$ cat src/rtl/seg7_pkg.sv
// Shared segment type and glyph constants for the seven-segment decoder.
// All glyphs are stored in active-low form (a lit segment is 0).
// Bit order: bit0=a, 1=b, 2=c, 3=d, 4=e, 5=f, 6=g.
package seg7_pkg;

    typedef logic [6:0] seg_t;

    // Decimal digits
    localparam seg_t SEG_0 = 7'h40;
    localparam seg_t SEG_1 = 7'h79;
    localparam seg_t SEG_2 = 7'h24;
    localparam seg_t SEG_3 = 7'h30;
    localparam seg_t SEG_4 = 7'h19;
    localparam seg_t SEG_5 = 7'h12;
    localparam seg_t SEG_6 = 7'h02;
    localparam seg_t SEG_7 = 7'h78;
    localparam seg_t SEG_8 = 7'h00;
    localparam seg_t SEG_9 = 7'h10;

    // Hexadecimal letters A, b, C, d, E, F
    localparam seg_t SEG_A = 7'h08;
    localparam seg_t SEG_B = 7'h03;
    localparam seg_t SEG_C = 7'h46;
    localparam seg_t SEG_D = 7'h21;
    localparam seg_t SEG_E = 7'h06;
    localparam seg_t SEG_F = 7'h0E;

    // Every segment off
    localparam seg_t SEG_BLANK = 7'h7F;

endpackage

$ cat src/rtl/seg7_lut.sv
// Combinational 4-bit code to active-low segment pattern lookup.
// Compile-time option: define SEG7_HEX_EN to show A-F for codes 10-15;
// without it those codes (illegal BCD) produce the blank pattern.
module seg7_lut
    import seg7_pkg::*;
(
    input  logic [3:0] bcd_i,
    output seg_t       pattern_o
);

    // Glyph table; anything not listed falls back to blank
    always_comb begin
        pattern_o = SEG_BLANK;
        case (bcd_i)
            4'd0:  pattern_o = SEG_0;
            4'd1:  pattern_o = SEG_1;
            4'd2:  pattern_o = SEG_2;
            4'd3:  pattern_o = SEG_3;
            4'd4:  pattern_o = SEG_4;
            4'd5:  pattern_o = SEG_5;
            4'd6:  pattern_o = SEG_6;
            4'd7:  pattern_o = SEG_7;
            4'd8:  pattern_o = SEG_8;
            4'd9:  pattern_o = SEG_9;
`ifdef SEG7_HEX_EN
            4'd10: pattern_o = SEG_A;
            4'd11: pattern_o = SEG_B;
            4'd12: pattern_o = SEG_C;
            4'd13: pattern_o = SEG_D;
            4'd14: pattern_o = SEG_E;
            4'd15: pattern_o = SEG_F;
`else
            default: pattern_o = SEG_BLANK;
`endif
        endcase
    end

endmodule

$ cat src/rtl/seg7_decoder.sv
// Registered 4-bit to seven-segment decoder for one HEX display digit.
// Output appears one clock after bcd/blank are sampled.
// Priority: reset, then blank, then the glyph decode.
// ACTIVE_LOW=0 inverts the final pattern, blank included.
// Compile-time option: SEG7_HEX_EN (hex glyphs for 10-15, see seg7_lut).
module seg7_decoder
    import seg7_pkg::*;
#(
    parameter bit ACTIVE_LOW = 1'b1
) (
    input  logic       clk,
    input  logic       reset,
    input  logic [3:0] bcd,
    input  logic       blank,
    output logic [6:0] leds
);

    seg_t glyph;
    seg_t pattern;
    seg_t leds_d;
    seg_t leds_q;

    seg7_lut u_lut (
        .bcd_i     (bcd),
        .pattern_o (glyph)
    );

    // Pick blank or glyph, then apply board polarity
    always_comb begin
        pattern = blank ? SEG_BLANK : glyph;
        leds_d  = ACTIVE_LOW ? pattern : ~pattern;
    end

    // Output register; reset forces the blank pattern in the board polarity
    always_ff @(posedge clk) begin
        if (reset) begin
            leds_q <= ACTIVE_LOW ? SEG_BLANK : ~SEG_BLANK;
        end else begin
            leds_q <= leds_d;
        end
    end

    assign leds = leds_q;

endmodule

$ cat config.mk
export PLATFORM = sky130hd
export DESIGN_NAME = seg7_decoder
export DESIGN_NICKNAME = d
export VERILOG_FILES = /design/src/rtl/seg7_pkg.sv /design/src/rtl/seg7_lut.sv /design/src/rtl/seg7_decoder.sv
export SDC_FILE = /design/constraint.sdc
export NUM_CORES = 1
export LEC_CHECK = 0
export ABC_AREA = 1
export CAP_MARGIN = 20
export CORE_AREA = 2 2 39 41
export DETAILED_ROUTE_END_ITERATION = 16
export DIE_AREA = 0 0 41 43
export GPL_TIMING_DRIVEN = 0
export PLACE_DENSITY_LB_ADDON = 0.25
export RECOVER_POWER = 25
export SETUP_SLACK_MARGIN = 0.5
export SLEW_MARGIN = 10
export SYNTH_ARGS = -nofsm -noshare
export SYNTH_HDL_FRONTEND = slang
export SYNTH_HIERARCHICAL = 1
export SYNTH_SLANG_ARGS = --single-unit
$ cat constraint.sdc
create_clock -name clk -period 1.2 [get_ports clk]
set_clock_uncertainty 0.15 [all_clocks]
set_input_delay 0.12 -clock clk [delete_from_list [all_inputs] [get_ports clk]]
set_output_delay 0.12 -clock clk [all_outputs]
set_load 0.005 [all_outputs]
; After elaboration in Yosys (flattened, before gate mapping)
; Memory sizes are Yosys's and may differ from the RTL's. A register that Yosys moved wholly into a read port is not among the register bits.
; Cells that the tools add are included.
[word_totals]
ff_bits = 0
latchBits = 0
ram_bits = 0
rom_bits = 112
inputBits = 7
memories = 1
[memory_table]
columns = name, words, word_bits, rd, rd_ports_with_merged_regs, wr, line
row1 = (no name shown), 16, 7, 1, 1, 0, seg7_lut.sv:14  ; case (bcd_i)
[op_classes]
n_addsub = 0
multipliers = 0
div = 0
magnitude_cmp = 0
eq_ne = 0
shift = 0
mux = 0
bitwise_logic = 0
n_reduce_logical = 1
[op_table]
columns = op, n
row1 = OR reduction 2 bit, 1

; Longest topological paths before layout
; Gate-level depths: netlist (run 1).
[depth]
depth_word = 1
depth_mapped = 8
mapped_depth_nobuf = 8

; Modules after synthesis
; The synthesis (run 1) kept the hierarchy.
[modules_own_cells]
columns = module, n_inst, cells_each, area_each_um2, seq_area_each_um2
row1 = seg7_decoder, 1, 22, 203.9, 140.1
row2 = seg7_lut, 1, 35, 187.7, 0.0

; Worst setup path before layout (run 1)
; No wires, ideal clock.
[synth_path]
kind = input port to flip-flop
from = input port bcd[0]
to = register leds_q[3], in the netlist leds[3]
setup_ps = 119
arrival_time_ps = 694
t_required_ps = 931
slack_ps = 236
cell_stages = 7
path_buffers = 0
path_cell_list = inv_1 > ha_1 > nand2_1 > nand3_1 > nand2_1 > inv_1 > nand2_1
[synth_lines]
columns = element, line
row1 = from (decl), seg7_decoder.sv:13  ; input logic [3:0] bcd,
row2 = to (decl), seg7_decoder.sv:21  ; seg_t leds_q;

; Final worst setup path (run 1)
[layout_path]
from = register leds_q[3], in the netlist leds[3]
to = output port leds[3]
[layout_lines]
columns = element, line
row1 = to (decl), seg7_decoder.sv:15  ; output logic [6:0] leds
; No word-level cell between the ends.

==> results of run 1 <==
report_power, final:
part           internal, uW  switching (uW)  leakage, uW
Sequential              244            1.76    0.0000577
Clock                   126            74.1    0.0000150
Combinational          72.1            84.8     0.000254
per-stage QoR:
step                setup TNS [ns]  total power [uW]
floorplan                        0               321
global placement             -3.33               386
detailed placement           -3.31               386
CTS                              0               607
global route                     0               654
finish                           0               603
repair_timing:
action | CTS | global route
resized for setup | 72 | 6
setup endpoints to repair | 14 | 14
buffers inserted | 2 | 0
pin swaps | 7 | 5
cell families after synthesis:
| logic type | after synthesis |
|---|---|
| and+or+nand+nor | 30 |
| adders and majority gates | 5 |
| DFF | 7 |
| AOI/OAI and AO/OA | 1 |
| buffers and inverters | 14 |
cell type report:
type,count,area (um^2)
clock buffer,4,26.3
fill,151,693
inverter,14,77.6
multi-input combinational,36,303
sequential,7,140
tap,16,20.0
timing repair buffer,15,124
Yosys cell counts:
master / count / area, um^2
nor2_4: 1 / 11.3
inv_2: 1 / 3.75
nand3_1: 6 / 30.0
dfxtp_1: 7 / 140
nand2_1: 23 / 86.3
inv_1: 13 / 48.8
ha_1: 5 / 62.6
o21ai_2: 1 / 8.76
routing by layer:
layer	share of wire [%]	GRT usage (%)	vias to the layer above
met2	55	17.8	10
met4	1.0	8.00	0
met3	7.3	3.14	2
li1	-	-	205
met1	36	10.8	149
met5	0	0	-
final timing paths:
| kind | to | depth (start not counted) | slack, ns |
|---|---|---|---|
| worst max-delay path | leds[3] | 1 | 0.29 |
| worst min-delay path | leds[0] | 3 | 0.10 |
==> reports/metrics.yaml, run 1 <==
run_status:
  status: "finished, final reports clean"
place:
  gp_congestion: 0.803
  hpwlAfterDp_um: 505
  post_dp_cell_area_um2: 599
  dp.cells: 86
  pre_cts_slack_ns: -0.518
  port-buffer-count: 13
sta:
  hold_violations: 0
  holdWs_ns: 0.101
  max_slew_margin_pct: 74.5
  timing.final.ws_setup_ns: 0.287
  tightestPinTransition_ns: 0.381
  fin_crit_sh_pct: 76.1
  finalSetupViolCount: 0
  drv_slew: 0
  fmax_mhz: 1100
  min_period_ns: 0.913
  rsz0062_at_grt: "true"
global_route:
  overflow: 0
  grt_pass1_wl_mm: 1.27
  grt_util_all_layers_pct: 10.9
  grt_pass1_vias: 314
  antenna_found_initial: 0
  grt_max_degree: 8
clocking:
  cts_hold_buf: 0
  h-tree-depth: 1
  clockBufferDepth: 2
  cts-buffers-inserted: 3
  tritoncts: "built"
  clk_pin_slew_worst_paths_ns: 0.05
  cts.sink_count: 7
  root_buffer: "clkbuf_4"
final_layout:
  final_util_pct: 49.9
  final_common_cell: "nand2_1"
  largest_reg_flops: 7
  antenna-diode-count: 0
  layout_common_cells: "nand2_1 (17), buf_2 (8), dfxtp_1 (7)"
  syn_to_final_growth_pct: 76.4
  final_layout_size_suffix_gt1_share_pct: 53.9
  nets: 89
  fin_cells: 92
  final_cell_area_um2: 691
setup_path:
  crit_arrival_ns: 0.64
  crit_path_start: "leds[3]"
  cpMaxStageDelayCell: "dfxtp_1"
  endpoint_kind: "primary output"
  path_max_fanout: 1
  cp_data_required_time_ns: 0.93
  critPathKind: "register to primary output"
  crit_family: "flip-flops"
  slowest_delay_ns: 0.29
  crit_path_start_kind: "register"
  crit_buf_inv: 1
  path_cells: "buf_2"
die:
  coreArea_um2: 1380
  rows: 14
  initial_utilization_pct: 28.3
  die_h_um: 43
  die_w_um: 41
  dieArea_um2: 1760
  num_io_pins: 14
drt:
  drcViolationCount: 0
  via_per_inst: 3.98
  vias: 366
  drtIter0Drc: 0
  wl_um: 791
  ant_nets: 0
  drt-pass1-iter-count: 1
  wl_per_cell_um: 8.60
min_path:
  worstHoldStart: "blank"
  min_path_type: "primary input to register"
yosys:
  synth.avg_cell_area_um2: 6.87
  yosysWarnings: 6
  synth_xor_area_share_pct: 0
  synth_simple_gate_area_share_pct: 32.6
  ys_seq_area_share_pct: 35.8
  synthMuxAreaShare_pct: 0
  syn-cell-area_um2: 392
  yosys_register_bits: 7
  synth_cells: 57
  synth_top_family_by_area: "simple AND/OR/NAND/NOR gates"
  synth_adder_area_share_pct: 16.0
  ys_types: 8
  synth-compound-area-share_pct: 2.24
  syn-num-nets: 69
job:
  max-cap-violations: 0
power_and_ir_drop:
  power-per-cell-area_nw_per_um2: 873
  max-vdd-ir-drop_mv: 0.271
  power.leakage_uw: 0.000326
Power figures use the tool's default switching activity.
==> run 2: changes to the inputs <==
==> constraint.sdc (replaced) <==
create_clock -name clk -period 0.9 [get_ports clk]
set_clock_uncertainty 0.15 [all_clocks]
set_input_delay 0.09 -clock clk [delete_from_list [all_inputs] [get_ports clk]]
set_output_delay 0.09 -clock clk [all_outputs]
set_load 0.005 [all_outputs]
==> reports/metrics.yaml, run 2 (same netlist as run 1, synthesis figures left out) <==
setup_path:
  cp_data_required_time_ns: 0.66
  path_cells: "buf_2"
  critPathKind: "register to primary output"
  crit_arrival_ns: 0.67
  crit_family: "flip-flops"
  crit_buf_inv: 1
  endpoint_kind: "primary output"
  cpMaxStageDelayCell: "dfxtp_2"
  crit_path_start: "leds[1]"
  slowest_delay_ns: 0.31
  path_max_fanout: 1
  crit_path_start_kind: "register"
sta:
  fin_crit_sh_pct: 101
  min_period_ns: 0.906
  fmax_mhz: 1100
  rsz0062_at_grt: "true"
  timing.final.ws_setup_ns: -0.00571
  holdWs_ns: 0.0667
  setup_tns_ns: -0.00727
  hold_violations: 0
  drv_slew: 0
  tightestPinTransition_ns: 0.229
  finalSetupViolCount: 2
  max_slew_margin_pct: 84.8
power_and_ir_drop:
  max-vdd-ir-drop_mv: 0.416
  power.leakage_uw: 0.000346
  power-per-cell-area_nw_per_um2: 1130
place:
  hpwlAfterDp_um: 531
  port-buffer-count: 13
  dp.cells: 86
  gp_congestion: 0.761
  pre_cts_slack_ns: -0.793
final_layout:
  largest_reg_flops: 7
  final_layout_size_suffix_gt1_share_pct: 65.8
  antenna-diode-count: 0
  final_common_cell: "nand2_1"
  syn_to_final_growth_pct: 91.1
  nets: 89
  final_util_pct: 54.1
  fin_cells: 92
drt:
  drtIter0Drc: 0
  wl_um: 810
  drt-pass1-iter-count: 1
  via_per_inst: 4.20
  drcViolationCount: 0
  vias: 386
  wl_per_cell_um: 8.80
  ant_nets: 0
global_route:
  overflow: 0
  grt_pass1_wl_mm: 1.29
  grt_util_all_layers_pct: 11.6
  grt_max_degree: 8
  antenna_found_initial: 0
  grt_pass1_vias: 340
min_path:
  hold_depth: 3
  min_to: "leds[2]"
  min_path_type: "primary input to register"
  worstHoldStart: "blank"
clocking:
  clockBufferDepth: 2
  cts.sink_count: 7
  tritoncts: "built"
  clk_pin_slew_worst_paths_ns: 0.05
  root_buffer: "clkbuf_4"
  cts-buffers-inserted: 3
  h-tree-depth: 1
die:
  die_w_um: 41
  coreArea_um2: 1380
  initial_utilization_pct: 28.3
  die_h_um: 43
  num_io_pins: 14
  rows: 14
  dieArea_um2: 1760
job:
  max-cap-violations: 0
run_status:
  violations: "negative setup slack"
  status: "complete, but fails checks"
## run 2: power by group
group          switching (uW)  internal (uW)
clock network             109            169
registers                3.75            328
logic                     121            113
total                     233            610
## run 2: worst max-delay path by stage
| stage | end | slack, ns | depth (start not counted) |
|---|---|---|---|
| 3_3_place_gp | leds[0] | -0.79 | 9 |
| 3_5_place_dp | leds[3] | -0.79 | 8 |
| 6_report | leds[1] | -0.006 | 1 |
| 4_1_cts | leds[1] | -0.02 | 1 |
| 2_1_floorplan | leds[3] | 0.07 | 7 |
| 5_1_grt | leds[1] | -0.04 | 1 |
## run 2: area by class of cell
class,instances,area (um^2)
Fill cell,151,636
Tap cell,16,20.0
Sequential cell,7,148
Timing Repair Buffer,15,153
Multi-Input combinational cell,36,322
Clock buffer,4,26.3
Inverter,14,80.1
## run 2: layer usage
layer	GRT usage (%)	part of all wire, %	vias up
met5	0	0	-
met4	12.0	1.6	0
met3	3.14	7.3	2
met2	18.4	56	11
met1	10.5	35	166
li1	-	-	207
## run 2: stage by stage
stage	area [um^2]	power [uW]
after floorplan	457	430
after global placement	607	516
after detailed placement	607	518
after CTS	721	841
after global routing	748	920
final	748	843
## run 2: repair_timing
action,in CTS,in global routing
endpoints found under the setup margin,14,14
buffers inserted,2,0
hold buffers,0,0
pin swaps,8,8
gates resized for setup,74,10
==> run 3: changes to the inputs <==
--- a/config.mk
+++ b/config.mk
@@ -14,8 +14,10 @@
 export PLACE_DENSITY_LB_ADDON = 0.25
 export RECOVER_POWER = 25
 export SETUP_SLACK_MARGIN = 0.5
+export SKIP_CTS_REPAIR_TIMING = 1
 export SLEW_MARGIN = 10
 export SYNTH_ARGS = -nofsm -noshare
 export SYNTH_HDL_FRONTEND = slang
 export SYNTH_HIERARCHICAL = 1
 export SYNTH_SLANG_ARGS = --single-unit
+export TNS_END_PERCENT = 30
==> reports/metrics.yaml, run 3 (same netlist as run 1, synthesis figures left out) <==
run_status:
  status: "complete, but fails checks"
  violations: "negative hold slack"
power_and_ir_drop:
  switching_power_uw: 215
  seqPwrFrac_pct: 40.7
  clock_power_share_pct: 33.4
  power_uw: 810
  power.leakage_uw: 0.000344
  pwr-share-comb_pct: 25.9
  max-vdd-ir-drop_mv: 0.325
  power-per-cell-area_nw_per_um2: 1190
  p_int_uw: 595
  swShare_pct: 26.5
setup_path:
  slowest_delay_ns: 0.31
  endpoint_kind: "primary output"
  cpMaxStageDelayCell: "dfxtp_2"
  crit_family: "flip-flops"
  path_max_fanout: 1
  cp_data_required_time_ns: 0.66
  crit_buf_inv: 1
  crit_arrival_ns: 0.65
  path_cells: "clkbuf_2"
  crit_path_start_kind: "register"
  critPathKind: "register to primary output"
drt:
  wl_um: 720
  ant_nets: 0
  drcViolationCount: 0
  via_per_inst: 4.04
  drtIter0Drc: 5
  wl_per_cell_um: 8.00
  vias: 364
  drt-pass1-iter-count: 3
clocking:
  clk_pin_slew_worst_paths_ns: 0.05
  cts-buffers-inserted: 3
  cts.sink_count: 7
  root_buffer: "clkbuf_4"
  tritoncts: "built"
  clockBufferDepth: 2
  h-tree-depth: 1
die:
  dieArea_um2: 1760
  die_h_um: 43
  die_w_um: 41
  initial_utilization_pct: 28.3
  rows: 14
  coreArea_um2: 1380
  num_io_pins: 14
sta:
  min_period_ns: 0.889
  tightestPinTransition_ns: 0.264
  drv_slew: 0
  fmax_mhz: 1130
  finalSetupViolCount: 0
  setup_tns_ns: 0
  hold_violations: 7
  holdWs_ns: -0.0329
  fin_crit_sh_pct: 98.8
  rsz0062_at_grt: "true"
  max_slew_margin_pct: 82.4
global_route:
  grt_pass1_wl_mm: 1.14
  grt_util_all_layers_pct: 9.50
  grt_pass1_vias: 289
  overflow: 0
  grt_max_degree: 8
  antenna_found_initial: 0
final_layout:
  fillCellCount: 139
  largest_reg_flops: 7
  seqCellArea_um2: 143
  syn_to_final_growth_pct: 74.4
  layout_common_cells: "nand2_1 (17), inv_1 (6), inv_2 (6)"
  antenna-diode-count: 0
  nets: 87
  final_common_cell: "nand2_1"
  final_layout_size_suffix_gt1_share_pct: 55.4
  multi_input_area_um2: 292
min_path:
  worstHoldStart: "blank"
  min_to: "leds[1]"
  hold_depth: 3
  min_path_type: "primary input to register"
place:
  hpwlAfterDp_um: 522
  port-buffer-count: 13
  gp_congestion: 0.823
job:
  max-cap-violations: 0
## run 3: per-layer routing
layer	global-route usage (%)	up-vias	part of all wire, %
met1	12.4	148	36
met3	1.57	0	8.2
met5	0	-	0
li1	-	204	-
met4	8.00	0	0
met2	12.8	12	55
## run 3: worst max-delay path by stage
stage,startpoint,endpoint,cells past startpoint
2_1_floorplan,bcd[0],leds[3],7
3_3_place_gp,bcd[1],leds[3],8
3_5_place_dp,bcd[1],leds[3],8
4_1_cts,bcd[1],leds[3],8
5_1_grt,leds[6],leds[6],1
6_report,leds[5],leds[5],1
## run 3: area by class of cell
class | instances | area share, %
inverters | 14 | 11.4
multi-input cells | 36 | 42.7
well taps | 16 | 2.93
flip-flops and latches | 7 | 20.9
clock buffers | 4 | 3.85
repair buffers | 13 | 18.3
## run 3: stage by stage
| stage | utilization [%] | instance area (um^2) | worst slack, ns | cells |
|---|---|---|---|---|
| 2_1_floorplan | - | 437 | 0.0671 | 57 |
| 3_3_place_gp | 42.4 | 587 | -0.748 | 86 |
| 3_5_place_dp | 42.4 | 587 | -0.755 | 86 |
| 4_1_cts | 44.3 | 613 | -0.499 | 90 |
| 5_1_grt | 49.4 | 683 | -0.0315 | 90 |
| 6_report | 49.4 | 683 | 0.0111 | 90 |
## run 3: power by group through the flow
stage	clock [uW]	combinational, uW	sequential [uW]
global route	317	235	330
CTS	277	178	329
floorplan	0	88.0	338
detailed placement	0	177	335
global placement	0	175	335
finish	271	210	330
